===== src/rtl/dps_decoder_16_pkg.sv =====
// Shared widths and weight table for the 16-wire DPS encoder/decoder pair.
// The Fibonacci numeral system (FNS) weights are computed here so both ends use one table.
package dps_decoder_16_pkg;

    localparam int DBLEN16  = 12;
    localparam int CODE_W   = 16;
    localparam int N_GROUPS = 4;

    typedef logic [DBLEN16-1:0] data_t;
    typedef logic [CODE_W-1:0]  code_t;

    // FNS(n): 1, 1, 2, 3, 5, ... for n = 1, 2, 3, ...
    function automatic data_t fns(input int n);
        data_t a = data_t'(1);
        data_t b = data_t'(1);
        data_t t;
        for (int i = 3; i <= n; i++) begin
            t = a + b;
            a = b;
            b = t;
        end
        return b;
    endfunction

    // Weight of codeword wire k.
    function automatic data_t dps16_w(input int k);
        if (k == 0)
            return data_t'(1);
        else if (k <= 13)
            return fns(k + 1);
        else if (k == 14)
            return data_t'(2) * fns(15);
        else
            return fns(16);
    endfunction

endpackage


===== src/rtl/dps_xt_checker_16.sv =====
// Flags adjacent wires toggling in opposite directions between consecutive accepted codewords.
// Instantiated by dps_decoder_16 only when XT_CHECK_EN is defined.
module dps_xt_checker_16
    import dps_decoder_16_pkg::*;
(
    input  logic  clock,
    input  logic  rst_n,
    input  logic  i_accept,
    input  code_t i_code,
    input  logic  i_clr,
    output logic  o_err
);

    code_t r_prev;
    logic  r_err;
    code_t w_rise;
    code_t w_fall;
    logic  w_hit;

    assign w_rise = ~r_prev & i_code;
    assign w_fall = r_prev & ~i_code;
    assign w_hit  = i_accept &
                    (|((w_rise[CODE_W-2:0] & w_fall[CODE_W-1:1]) |
                       (w_fall[CODE_W-2:0] & w_rise[CODE_W-1:1])));

    always_ff @(posedge clock or negedge rst_n) begin
        if (!rst_n) begin
            r_prev <= '0;
            r_err  <= 1'b0;
        end else begin
            if (i_accept)
                r_prev <= i_code;
            // Clear has priority over a set in the same cycle.
            if (i_clr)
                r_err <= 1'b0;
            else if (w_hit)
                r_err <= 1'b1;
        end
    end

    assign o_err = r_err;

endmodule


===== src/rtl/dps_decoder_16.sv =====
// DPS 16-wire codeword -> DBLEN16-bit data decoder, 3-stage valid/ready pipeline.
// Define XT_CHECK_EN to add the xt_err/xt_clr crosstalk-transition checker.
module dps_decoder_16
    import dps_decoder_16_pkg::*;
(
    input  logic               clock,
    input  logic               rst_n,
    input  logic [CODE_W-1:0]  code_in,
    input  logic               in_valid,
    output logic               in_ready,
    output logic [DBLEN16-1:0] data_out,
    output logic               out_valid,
    input  logic               out_ready
`ifdef XT_CHECK_EN
    ,
    output logic               xt_err,
    input  logic               xt_clr
`endif
);

    logic  r_s1_v;
    logic  r_s2_v;
    logic  r_s3_v;
    code_t r_s1_code;
    data_t r_part [N_GROUPS];
    data_t r_data_out;

    logic  w_s3_load;
    logic  w_s2_adv;
    logic  w_s2_load;
    logic  w_s1_adv;
    logic  w_s1_load;
    logic  w_accept;
    data_t w_term [CODE_W];
    data_t w_part [N_GROUPS];
    data_t w_sum;

    // Backward ready chain: a stage may load when empty or when it empties this cycle.
    assign w_s3_load = ~r_s3_v | out_ready;
    assign w_s2_adv  = r_s2_v & w_s3_load;
    assign w_s2_load = ~r_s2_v | w_s2_adv;
    assign w_s1_adv  = r_s1_v & w_s2_load;
    assign w_s1_load = ~r_s1_v | w_s1_adv;
    assign w_accept  = in_valid & w_s1_load;
    assign in_ready  = w_s1_load;

    for (genvar k = 0; k < CODE_W; k++) begin : g_term
        assign w_term[k] = r_s1_code[k] ? dps16_w(k) : '0;
    end

    for (genvar g = 0; g < N_GROUPS; g++) begin : g_part
        assign w_part[g] = w_term[4*g] + w_term[4*g+1] + w_term[4*g+2] + w_term[4*g+3];
    end

    assign w_sum = r_part[0] + r_part[1] + r_part[2] + r_part[3];

    // NOTE: sequential state uses non-blocking (<=) so every register samples pre-edge values.
    always_ff @(posedge clock or negedge rst_n) begin
        if (!rst_n) begin
            r_s1_v     <= 1'b0;
            r_s2_v     <= 1'b0;
            r_s3_v     <= 1'b0;
            r_data_out <= '0;
        end else begin
            if (w_s1_load)
                r_s1_v <= in_valid;
            if (w_s2_load)
                r_s2_v <= r_s1_v;
            if (w_s3_load)
                r_s3_v <= r_s2_v;
            if (w_s2_adv)
                r_data_out <= w_sum;
        end
    end

    // NOTE: internal data registers are qualified by their stage valid, so they carry no reset.
    always_ff @(posedge clock) begin
        if (w_accept)
            r_s1_code <= code_in;
        if (w_s1_adv)
            r_part <= w_part;
    end

    assign data_out  = r_data_out;
    assign out_valid = r_s3_v;

`ifdef XT_CHECK_EN
    dps_xt_checker_16 u_xt_checker (
        .clock    (clock),
        .rst_n    (rst_n),
        .i_accept (w_accept),
        .i_code   (code_in),
        .i_clr    (xt_clr),
        .o_err    (xt_err)
    );
`endif

endmodule


===== config.mk =====
export PLATFORM = sky130hd
export DESIGN_NAME = dps_decoder_16
export DESIGN_NICKNAME = d
export VERILOG_FILES = /design/src/rtl/dps_decoder_16_pkg.sv /design/src/rtl/dps_xt_checker_16.sv /design/src/rtl/dps_decoder_16.sv
export SDC_FILE = /design/constraint.sdc
export NUM_CORES = 1
export LEC_CHECK = 0
export ABC_AREA = 1
export CAP_MARGIN = 20
export CELL_PAD_IN_SITES_DETAIL_PLACEMENT = 0
export CELL_PAD_IN_SITES_GLOBAL_PLACEMENT = 1
export CORE_MARGIN = 2
export CORE_UTILIZATION = 33
export CTS_CLUSTER_DIAMETER = 120
export CTS_CLUSTER_SIZE = 25
export DETAILED_ROUTE_END_ITERATION = 7
export DONT_BUFFER_PORTS = 1
export PLACE_DENSITY = 0.6
export SYNTH_ARGS = -nofsm -noshare
export SYNTH_HDL_FRONTEND = slang
export SYNTH_SLANG_ARGS = --single-unit

===== constraint.sdc =====
create_clock -name clock -period 2.9 [get_ports clock]
set_clock_uncertainty 0.05 [all_clocks]
set_input_delay 0.145 -clock clock [delete_from_list [all_inputs] [get_ports clock]]
set_output_delay 0.145 -clock clock [all_outputs]
set_load 0.02 [all_outputs]

# Word level (Yosys, flattened, before mapping)
# Cells that the tools add are included.
[word_totals]
register_bits = 79
inputBits = 20
out_inout_bits = 14
wordCells = 49
[classes]
add_sub_neg = 15
mux = 16
bitwise = 9
[ops]
columns = ["operator", "count"]
rows = [
  ["12-bit adder", 3],
  ["8-bit two-way mux", 2],
  ["10-bit by 11-bit adder with 12-bit output", 1],
  ["12-bit by 10-bit adder with 12-bit output", 1],
  ["6-bit two-way mux", 2],
  ["11-bit two-way mux", 1],
  ["8-bit by 9-bit adder with 10-bit output", 1],
  ["10-bit two-way mux", 1],
  ["8-bit by 8-bit adder with 9-bit output", 1],
  ["9-bit two-way mux", 1],
  ["7-bit by 7-bit adder with 8-bit output", 1],
  ["4-bit two-way mux", 2],
  ["6-bit by 5-bit adder with 7-bit output", 1],
  ["6-bit by 6-bit adder with 7-bit output", 1],
  ["7-bit two-way mux", 1],
  ["5-bit by 4-bit adder with 6-bit output", 1],
  ["3-bit by 4-bit adder with 5-bit output", 1],
  ["5-bit two-way mux", 1],
  ["3-bit by 2-bit adder with 4-bit output", 1],
  ["2-bit two-way mux", 2],
  ["2-bit by 2-bit adder with 3-bit output", 1],
  ["1-bit bitwise AND", 3],
  ["3-bit two-way mux", 1],
  ["1-bit inverter", 3],
  ["3 further kinds", 6],
]

# Logic depth before layout (Yosys ltp)
# Gate-level depths: netlist (run 1).
[logic_depth]
ltp_word = 7
ltp_mapped = 15
ltp_nobuf = 15

# Worst setup path before layout (run 1)
# Ideal clock, no wire load.
[synth_timing]
kind = "reg2reg"
start = "reg r_part[1] (netlist bit)"
end = "reg r_data_out[9] (netlist: data_out[9])"
setup_ns = 0.118
arrival_time_ns = 2.461
required_time_ns = 2.732
setup_slack_ns = 0.271
path_stages_with_launch = 16
path_buffers = 0
synth_period_minus_slack_ns = 2.629
path_cell_list = "edfxtp_1 > inv_1 > fa_1 > fa_1 > inv_1 > ha_1 > inv_1 > fa_1 > inv_1 > nand3_1 > nand3_2 > nand2_1 > nand2_1 > nand2_1 > nand3_1 > nand2_1"
[synth_via]
elab_chain_cells = 1
[synth_rtl]
columns = ["item", "line_no", "rtl"]
rows = [
  ["start: declaration", "dps_decoder_16.sv:25", "data_t r_part [N_GROUPS];"],
  ["start signal: assignment", "dps_decoder_16.sv:81", "r_part <= w_part;"],
  ["12-bit adder", "dps_decoder_16.sv:55", "assign w_sum = r_part[0] + r_part[1] + r_part[2] + r_part[3];"],
  ["end signal: assignment", "dps_decoder_16.sv:72", "r_data_out <= w_sum;"],
  ["end: declaration", "dps_decoder_16.sv:26", "data_t r_data_out;"],
]
# Every way passes these cells.
# A chain may end at the register's enable or synchronous reset.

# Worst setup path in the final report (run 1)
[layout_timing]
start = "reg r_part[0] (netlist bit)"
end = "reg r_data_out[7] (netlist: data_out[7])"
# Same word-level chain as after synthesis.

==> results of run 1 <==
-- state kept, by name (all words and copies together) (netlist names) --
register	cells
data_out	12
out_valid	1
r_part	29
r_s1_code	16
r_s1_v	1
r_s2_v	1
-- worst paths after layout --
kind	from	slack [ps]	to
worst max register to register	r_part[0]	180	data_out[7]
min in group clock	code_in[11]	390	r_s1_code[11]
worst min-delay path	rst_n	230	r_s1_v
max in group asynchronous	rst_n	2150	data_out[0]
worst max-delay path	r_part[0]	180	data_out[7]
worst min register to register	r_s2_v	450	out_valid
-- layout make-up --
type,count,area share
tap,140,0.0392
clock inverter,6,0.0199
sequential,60,0.387
clock buffer,10,0.0513
timing repair buffer,24,0.0510
inverter,67,0.0563
multi-input combinational,224,0.395
-- routing by layer --
metal | vias to the layer above | global-route usage | wire length [microns]
met4 | 0 | 0.0500 | 110
met2 | 41 | 0.163 | 2660
met3 | 10 | 0.0390 | 240
li1 | 1207 | - | -
met1 | 1037 | 0.146 | 3050
met5 | - | 0 | 0
-- synth_stat cells, types with 2 or more instances --
| library cell | instances | area, sq um |
|---|---|---|
| a21o_1 | 2 | 15.0 |
| a21oi_1 | 7 | 35.0 |
| a21oi_2 | 2 | 17.5 |
| dfrtp_1 | 15 | 375 |
| edfxtp_1 | 45 | 1350 |
| fa_1 | 20 | 400 |
| ha_1 | 47 | 588 |
| inv_1 | 67 | 251 |
| nand2_1 | 83 | 312 |
| nand3_1 | 14 | 70.1 |
| nand3_2 | 2 | 20.0 |
| nand3b_1 | 3 | 22.5 |
| nand4_1 | 5 | 31.3 |
| nor2_1 | 11 | 41.3 |
| nor2_2 | 2 | 12.5 |
| o21ai_0 | 2 | 10.0 |
| o21ai_1 | 4 | 20.0 |
| xnor2_1 | 5 | 43.8 |
| xor2_1 | 9 | 78.8 |
-- metrics by stage --
step	power, mW	area, sq um	setup WS, ps
2_1_floorplan	2.97	3750	271
3_3_place_gp	3.39	3940	163
3_5_place_dp	3.39	3940	97.0
4_1_cts	4.59	4440	71.0
5_1_grt	4.99	4460	11.0
6_report	4.54	4460	184
-- cell families (layout without fill, tap and decap cells) --
group / count (synthesis) / count (layout)
AOI/OAI and AO/OA: 21 / 21
xor gates and xnor gates: 14 / 14
DFF: 60 / 60
and+or+nand+nor: 122 / 122
adders and majority gates: 67 / 67
buffers and inverters: 68 / 107
-- timing repair --
item,4_1_cts,5_1_grt
setup buffers,0,2
endpoints found under the hold margin,33,0
resized for setup,0,3
setup endpoints to repair,0,3
hold buffers,19,0
-- power by group through the flow --
stage / logic, mW / clock network (mW) / registers [mW]
2_1_floorplan: 1.56 / 0 / 1.42
3_5_place_dp: 1.95 / 0 / 1.44
6_report: 1.99 / 1.12 / 1.42
5_1_grt: 2.35 / 1.19 / 1.45
3_3_place_gp: 1.95 / 0 / 1.44
4_1_cts: 2.00 / 1.16 / 1.43
==> results.md, run 1 <==
* Worst reg2reg path depth at 15
* Mux share of post-synthesis cell area at 0
* CP bufs+invs at 4
* I/O pin total at 34
* Core ar. at 11000 sq um
* GRT Util Overall at 0.110
* Pleak at between 2 and 2.5 nW
* CP top delay family: adder cells
* Register share of total power at 0.313
* Via density at 4.32
* Post-Synth Simple-Gate Area at 0.139
* Syn-to-layout area delta at 19.1%
* DP Wirelength at 4740 microns
* CTS buffer count at 9
* Top_reg_cell synth: edfxtp_1
* CP Max Fanout at 3
* Final Core Density at 0.406
* Chip Height at 111 microns
* Cell Pwr Density at 1020 nW/um^2
* Diode count at 0
* Avg Inst Size Synth at between 10 and 15 sq um
* Number of global-route vias before repair at between 2k and 2.5k
* Starting density of the core at 0.341
* Finished Layout Cells at between 500 and 600
* Min-delay worst type: in -> async
* XOR/XNOR share of the synthesized area at 0.0327
* Post-synthesis adder-cell area fraction at 0.264
* Switching share of total power at 0.392
* MaxCap Viol Count at 0
* DR vias at 2295
* WP data required at 3060 ps
* GRT Residual Overflow at 0
* Clk network pwr share at 0.247
* Gpl congestion at between 0.7 and 0.8
* Proportion of layout cells with a drive suffix above 1 at 0.0818
* Final period utilization at 0.937
* Final net count at 473
* Synth warnings at 0
* Post-synth EDFFs at 45
* Syn Nets at around 440
* Comb pwr share at 0.440
* Post-route setup TNS at 0 ps
* # fillers at 1089
* Clock buffer depth at 2
* Compound-gate portion of the synthesized area at 0.0340
* Most frequent cells in the layout: nand2_1 (83), inv_1 (66), ha_1 (46), edfxtp_1 (45)
* Drt first pass iters at 4
* Largest family of logic cells by synthesized area: adder cells
* Final Hold Vio Count at 0
* Crit start category: flip-flop
* Stages on the worst setup path at 15
* RSZ-0062 raised after global routing: no
* Slew at the pin closest to its max-slew limit at just under 700 ps
* Die width at 111 microns
* Die area at 12200 sq um
* Most common cell after layout, fill and taps aside: nand2_1
* Total net switching power at 1.78 mW
* Seq. cell area at 1730 sq um
* Post-Syn Area at 3750 sq um
* H-tree levels at 3
* Int Power at 2.76 mW
* Slowest cell on crit path: fa_1
* Worst setup EP type: flip-flop
* First-pass GRT wire length at 10600 microns
* Worst IR Drop VDD at 0.574 mV
* # DRC at 0
* Port Buf Inserts at 0
* Yosys cell types at 26
* Worst EP arrival at 2880 ps
* CTS tree: built
* Fin. max-slew vios at 0
* Max-slew headroom at 0.543
* Post-Synthesis Cells at 352
* Post-DR wirelength/cell at 11.4 microns
* Skew-Pair Late Insertion Delay at 330 ps
* Synthesized flop and latch total at 60
* 1st-iter DRT viols at 85
* Largest net degree at the start of global routing at 30
* Max frequency at 368 MHz
* Hold slack at 232 ps
* Multi-input logic area at 1770 sq um
* Worst-path clk slew at 50 ps
* CTS root buf: clkbuf_16
* Total Routed Length at roughly 6000 microns
* Tmin final at 2720 ps
* Post-synthesis sequential area ratio at 0.460
* Most used cell, CP: nand2_1
* Critical path class: reg -> reg
* Antenna viol nets, final at 0
* Sink Count at 60
* # rows at 38
* CP cell instances: fa_1 -> inv_1 -> fa_1 -> inv_1 -> ha_2 -> inv_1 -> fa_2 -> inv_2 -> nand3_1 -> nand3_2 -> nand2_1 -> nand2_1 -> nand2_1 -> nand2_1 -> o21ai_1
* Setup violators final at 0
* Max stage delay on crit path at 450 ps
* Post-Place Cells at 494
* Outcome: finished clean
* Antenna violations before repair at 0
* Post-synth ARST share at 0.250
Note: power is estimated with default switching activity, not from simulation.
==> run 2: changes to the inputs <==
--- a/config.mk
+++ b/config.mk
@@ -16,6 +16,8 @@
 export DETAILED_ROUTE_END_ITERATION = 7
 export DONT_BUFFER_PORTS = 1
 export PLACE_DENSITY = 0.6
+export REMOVE_ABC_BUFFERS = 1
 export SYNTH_ARGS = -nofsm -noshare
 export SYNTH_HDL_FRONTEND = slang
+export SYNTH_HIERARCHICAL = 1
 export SYNTH_SLANG_ARGS = --single-unit
==> run 2 against run 1 <==
Clock-buffer cell count is 1 lower. Sequential power hardly changed. Core utilization is 0.16 points lower. First-iteration DRC count is 38% higher. Flip-flop and latch count stayed put. Highest routed layer unchanged. Global-route usage is 0.17 points higher. Largest cell class unchanged. Non-clock buffer count is 2 lower. Clock power hardly changed.
==> results.md, run 2 <==
* Comb pwr share at 0.444 (+0.004)
* Worst setup EP type: flip-flop
* Cell Pwr Density at 1020 nW/um^2 (about the same)
* Final period utilization at 0.933 (-0.00393)
* CP Max Fanout at 5 (+2)
* Seq. cell area at 1730 sq um (unchanged)
* MaxCap Viol Count at 0 (unchanged)
* Max frequency at 370 MHz (+0.42%)
* Int Power at 2.74 mW (-0.64%)
* Largest register by flop count: r_part
* Gpl congestion at 0.773 (+0.83%)
* First-pass GRT wire length at 10700 microns (+0.39%)
* Outcome: finished clean
* Clock buffer depth at 2 (unchanged)
* Starting density of the core at 0.341 (unchanged)
* Switching share of total power at 0.393 (+0.00124)
* Post-route setup TNS at 0 ps (unchanged)
* Post-Syn Area at 3750 sq um (unchanged)
* Post-Synthesis Cells at 352 (unchanged)
* Clk network pwr share at 0.242 (-0.005)
* Port Buf Inserts at 0 (unchanged)
* H-tree levels at 3 (unchanged)
* Die width at 111 microns (unchanged)
* Max-slew headroom at 0.549 (+0.00580)
* Post-DR wirelength/cell at 11.7 microns (+2.1%)
* Antenna viol nets, final at 0 (unchanged)
* Worst-path clk slew at 50 ps (about the same)
* 1st-iter DRT viols at 117 (+38%)
* Proportion of layout cells with a drive suffix above 1 at 0.0722 (-0.00968)
* Placed inst area at 3940 sq um (unchanged)
* Avg Inst Size Synth at 10.7 sq um (unchanged)
* Post-synth top area share at 0.360 (unchanged)
* Core ar. at 11000 sq um (unchanged)
* Largest cells by area after synthesis: edfxtp_1 (36%), ha_1 (16%), fa_1 (11%)
* RSZ-0062 raised after global routing: no
* Commonest cells post-synth: nand2_1 (83), inv_1 (67), ha_1 (47)
* Register share of total power at 0.315 (+0.002)
* Top_reg_cell synth: edfxtp_1
* Most common cell after layout, fill and taps aside: nand2_1
* Multi-input logic area at 1780 sq um (+0.57%)
* GRT Util Overall at 0.112 (+0.00170)
* CTS tree: built
* Tmin final at 2700 ps (-11.4 ps)
* I/O pin total at 34 (unchanged)
* DR vias at 2277 (-0.78%)
* CTS root buf: clkbuf_16
* Skew-Pair Late Insertion Delay at 330 ps (about the same)
* DP Wirelength at 4770 microns (+0.44%)
* Setup violators final at 0 (unchanged)
* Min-delay worst type: in -> async
* Largest net degree at the start of global routing at 30 (unchanged)
* Finished Layout Cells at 528 (-0.56%)
* Final Hold Vio Count at 0 (unchanged)
* WP data required at 2930 ps (-130 ps)
* Most frequent cells in the layout: nand2_1 (83), inv_1 (66), ha_1 (46), edfxtp_1 (45)
* Chip Height at 111 microns (unchanged)
* Drt first pass iters at 4 (unchanged)
* Post-Place Cells at 494 (unchanged)
* Top-count cell post-synth: nand2_1
* CTS buffer count at 9 (unchanged)
* Worst IR Drop VDD at 0.604 mV (+5.3%)
* Number of global-route vias before repair at 2236 (-2.0%)
* Critical path class: reg -> reg
* Total Routed Length at 6150 microns (+1.5%)
* Cell taking the most area after synthesis: edfxtp_1
* Cell area after layout at 4450 sq um (-0.39%)
* Crit start category: flip-flop
* Yosys cell types at 26 (unchanged)
* Syn-to-layout area delta at 18.6%
* Via density at 4.31 (-0.22%)
* # fillers at 1073 (-1.5%)
* GRT Residual Overflow at 0 (unchanged)
* Sink Count at 60 (unchanged)
* Total net switching power at 1.78 mW (-0.12%)
* Pleak at 2.16 nW (-0.48%)
* Final net count at 471 (-0.42%)
* Post-synthesis sequential area ratio at 0.460 (unchanged)
* Antenna violations before repair at 0 (unchanged)
* Worst EP arrival at 2740 ps (-140 ps)
* # rows at 38 (unchanged)
* Synth warnings at 6 (+6)
* Slew at the pin closest to its max-slew limit at 676 ps (-8.68 ps)
* # DRC at 0 (unchanged)
* Post-synth ARST share at 0.250 (unchanged)
* Max reg flops at 29 (unchanged)
* Synthesized flop and latch total at 60 (unchanged)
* Post-synth EDFFs at 45 (unchanged)
* Diode count at 0 (unchanged)
* Die area at 12200 sq um (unchanged)
* Fin. max-slew vios at 0 (unchanged)
-- run 2: cell count changes in the layout (fill, tap and decap cells not counted), sizes merged --
cell	before	now
buf	5	3
clkbuf	10	9
clkinv	2	3
clkinvlp	2	1
-- run 2: layer usage --
metal	part of all wire	global-route usage	vias up	wire length, microns
met2	0.45	0.168	38	2750
met5	0	0	-	0
met4	0.020	0.0500	0	122
met1	0.50	0.147	1027	3070
li1	-	-	1202	-
met3	0.035	0.0379	10	217
-- run 2: cell type report --
class	instances	share of cell area
Multi-Input combinational cell	224	0.399
Sequential cell	60	0.388
Inverter	67	0.0566
Clock buffer	9	0.0506
Timing Repair Buffer	22	0.0478
Tap cell	140	0.0394
Clock inverter	6	0.0180
-- run 2: timing repair --
action | CTS | global route
setup buffers | 0 | 0
endpoints found under the setup margin | 0 | 4
hold buffers | 19 | 0
hold endpoints to repair | 33 | 0
resized for setup | 0 | 4
-- run 2: metrics by stage --
stage               hold WS (ps)   util  power (mW)  setup WS (ps)
global route                 311  0.405        4.99           4.63
detailed placement          -200  0.358        3.40           91.1
floorplan                   -201      -        2.96            271
finish                       246  0.405        4.52            195
global placement            -200  0.358        3.39            162
CTS                          260  0.404        4.57           79.5
-- run 2: worst paths after layout --
kind                                from       endpoint  slack [ps]  cells after the start
min reg2reg                       r_s1_v         r_s2_v         430                      2
min in group clock           code_in[11]  r_s1_code[11]         390                      1
max in group asynchronous          rst_n    data_out[1]        2120                      1
max                        r_s1_code[12]      r_part[9]         200                      9
min                                rst_n      out_valid         250                      1
max reg2reg                r_s1_code[12]      r_part[9]         200                      9
-- run 2: worst max-delay path: stages, from the launching register on --
cell and delay, ps:
edfxtp_1 510, fa_1 590, fa_1 420, ha_1 370, a21oi_1 160, nand2_1 100
nand3_1 100, nand2_1 60, nand2_1 50, nand2_1 50
-- run 2: cell families (layout without fill, tap and decap cells) --
| kind of cell | Yosys count | count (layout) | synth area share |
|---|---|---|---|
| AO/OA/AOI/OAI | 21 | 21 | 0.0340 |
| buffers and inverters | 68 | 104 | 0.0701 |
| AND/OR/NAND/NOR | 122 | 122 | 0.139 |
| adder cells (fa/ha/maj) | 67 | 67 | 0.264 |
| XOR/XNOR | 14 | 14 | 0.0327 |
| flip-flops | 60 | 60 | 0.460 |
-- run 2: power groups by stage --
stage | registers [mW] | clock network [mW] | logic, mW
3_5_place_dp | 1.44 | 0 | 1.96
6_report | 1.42 | 1.09 | 2.00
5_1_grt | 1.45 | 1.16 | 2.37
2_1_floorplan | 1.42 | 0 | 1.55
3_3_place_gp | 1.44 | 0 | 1.96
4_1_cts | 1.43 | 1.13 | 2.02
==> run 3: changes to the inputs <==
--- a/config.mk
+++ b/config.mk
@@ -16,6 +16,7 @@
 export DETAILED_ROUTE_END_ITERATION = 7
 export DONT_BUFFER_PORTS = 1
 export PLACE_DENSITY = 0.6
+export RECOVER_POWER = 100
 export REMOVE_ABC_BUFFERS = 1
 export SYNTH_ARGS = -nofsm -noshare
 export SYNTH_HDL_FRONTEND = slang
==> run 3 against run 2 <==
Clock power about the same. Non-clock buffer count unchanged. Via count unchanged. First-iteration DRC count unchanged. Final cell count unchanged. Sequential power about the same. Sequential share of layout area up 0.055 points. Largest cell class unchanged.
==> results.md, run 3 (synthesis results as in run 2) <==
* # DRC at 0 (unchanged)
* Diode count at 0 (unchanged)
* Fin. max-slew vios at 0 (unchanged)
* Syn-to-layout area delta at 18.4%
* RSZ-0062 raised after global routing: no
* Max-slew headroom at 0.527 (-0.0213)
* Final period utilization at 0.933 (about the same)
* Proportion of layout cells with a drive suffix above 1 at 0.0696 (-0.00258)
* DR vias at 2277 (unchanged)
* Reg2reg end: r_part[9]
* Post-DR wirelength/cell at 11.6 microns (about the same)
* Slew at the pin closest to its max-slew limit at 709 ps (+32.7 ps)
* CTS root buf: clkbuf_16
* Total Routed Length at 6150 microns (about the same)
* Drt first pass iters at 4 (unchanged)
* CP Max Fanout at 5 (unchanged)
* Most common cell after layout, fill and taps aside: nand2_1
* 1st-iter DRT viols at 117 (unchanged)
* Die area at 12200 sq um (unchanged)
* Reg2reg start: r_s1_code[12]
* WP data required at 2930 ps (about the same)
* CTS buffer count at 9 (unchanged)
* Outcome: finished clean
* Crit start category: flip-flop
* CTS tree: built
* GRT Util Overall at 0.112 (unchanged)
* First-pass GRT wire length at 10700 microns (unchanged)
* Tmin final at 2700 ps (-0.00100 ps)
* Most frequent cells in the layout: nand2_1 (83), inv_1 (66), ha_1 (46), edfxtp_1 (45)
* Min-delay worst type: in -> async
* # rows at 38 (unchanged)
* Worst reg2reg path depth at 9 (unchanged)
* Sink Count at 60 (unchanged)
* Setup violators final at 0 (unchanged)
* Port Buf Inserts at 0 (unchanged)
* Hold slack at 246 ps (-0.0210 ps)
* Largest net degree at the start of global routing at 30 (unchanged)
* Antenna viol nets, final at 0 (unchanged)
* H-tree levels at 3 (unchanged)
* Cell Pwr Density at 1020 nW/um^2 (about the same)
* Worst IR Drop VDD at 0.604 mV (about the same)
* Largest register by flop count: r_part
* I/O pin total at 34 (unchanged)
* Gpl congestion at 0.773 (unchanged)
* Max frequency at 370 MHz (about the same)
* Die width at 111 microns (unchanged)
* Starting density of the core at 0.341 (unchanged)
* Via density at 4.31 (unchanged)
* Critical path class: reg -> reg
* Number of global-route vias before repair at 2236 (unchanged)
* Clock buffer depth at 2 (unchanged)
* Chip Height at 111 microns (unchanged)
* Worst EP arrival at 2740 ps (about the same)
* Reg2Reg Setup Slack at 200 ps (about the same)
* GRT Residual Overflow at 0 (unchanged)
* Final Hold Vio Count at 0 (unchanged)
* Final net count at 471 (unchanged)
* Antenna violations before repair at 0 (unchanged)
* MaxCap Viol Count at 0 (unchanged)
* Worst-path clk slew at 50 ps (about the same)
* Worst setup EP type: flip-flop
* Max reg flops at 29 (unchanged)
* Post-route setup TNS at 0 ps (unchanged)
* Core ar. at 11000 sq um (unchanged)
* Skew-Pair Late Insertion Delay at 330 ps (about the same)
* DP Wirelength at 4770 microns (unchanged)
* Pleak at 2.16 nW (-0.20%)
-- run 3: cell types whose count changed in the layout (fill, tap and decap cells not counted) --
cell	before	now
buf_4	3	1
clkbuf_2	0	1
clkbuf_1	0	1
-- run 3: timing repair --
item / 4_1_cts / 5_1_grt
gates resized for setup: 0 / 4
buffers inserted: 0 / 0
endpoints found under the hold margin: 33 / 0
hold buffers: 19 / 0
setup endpoints to repair: 0 / 4
-- run 3: worst max-delay path by stage --
stage / from / end / slack (ps) / cells after the start
floorplan: r_part[1] / data_out[9] / 270 / 15
global placement: r_part[1] / data_out[9] / 160 / 15
detailed placement: r_part[1] / data_out[9] / 90 / 15
CTS: r_part[1] / data_out[9] / 80 / 15
global route: r_part[13] / data_out[7] / 5 / 15
finish: r_s1_code[12] / r_part[9] / 200 / 9
-- run 3: layer usage --
metal,wire (microns),up-vias,track usage
met5,0,-,0
met4,122,0,0.0500
li1,-,1202,-
met3,217,10,0.0379
met1,3060,1027,0.147
met2,2750,38,0.168
-- run 3: report_power, final --
part	internal [mW]	switching, mW
sequential	1.21	0.217
clock	0.738	0.353
combinational	0.794	1.21
-- run 3: metrics by stage --
step	util	cell area, sq um	total power, mW	setup slack, ps	instances
floorplan	-	3740	2.96	271	351
global placement	0.358	3940	3.39	162	494
detailed placement	0.358	3940	3.40	91.1	494
CTS	0.404	4430	4.57	79.5	528
global route	0.404	4440	4.99	4.63	528
finish	0.404	4440	4.51	195	528
-- run 3: layout make-up --
type,instances,area (sq um)
Clock inverter,6,80.1
Sequential cell,60,1730
Timing Repair Buffer,22,206
Multi-Input combinational cell,224,1780
Inverter,67,251
Clock buffer,9,225
Fill cell,1075,6540
Tap cell,140,175
-- run 3: worst max-delay path, stage by stage (launching register included) --
cell      delay, ps
edfxtp_1        510
fa_1            590
fa_1            420
ha_1            370
a21oi_1         160
nand2_1         100
nand3_1         100
nand2_1          60
nand2_1          50
nand2_1          50
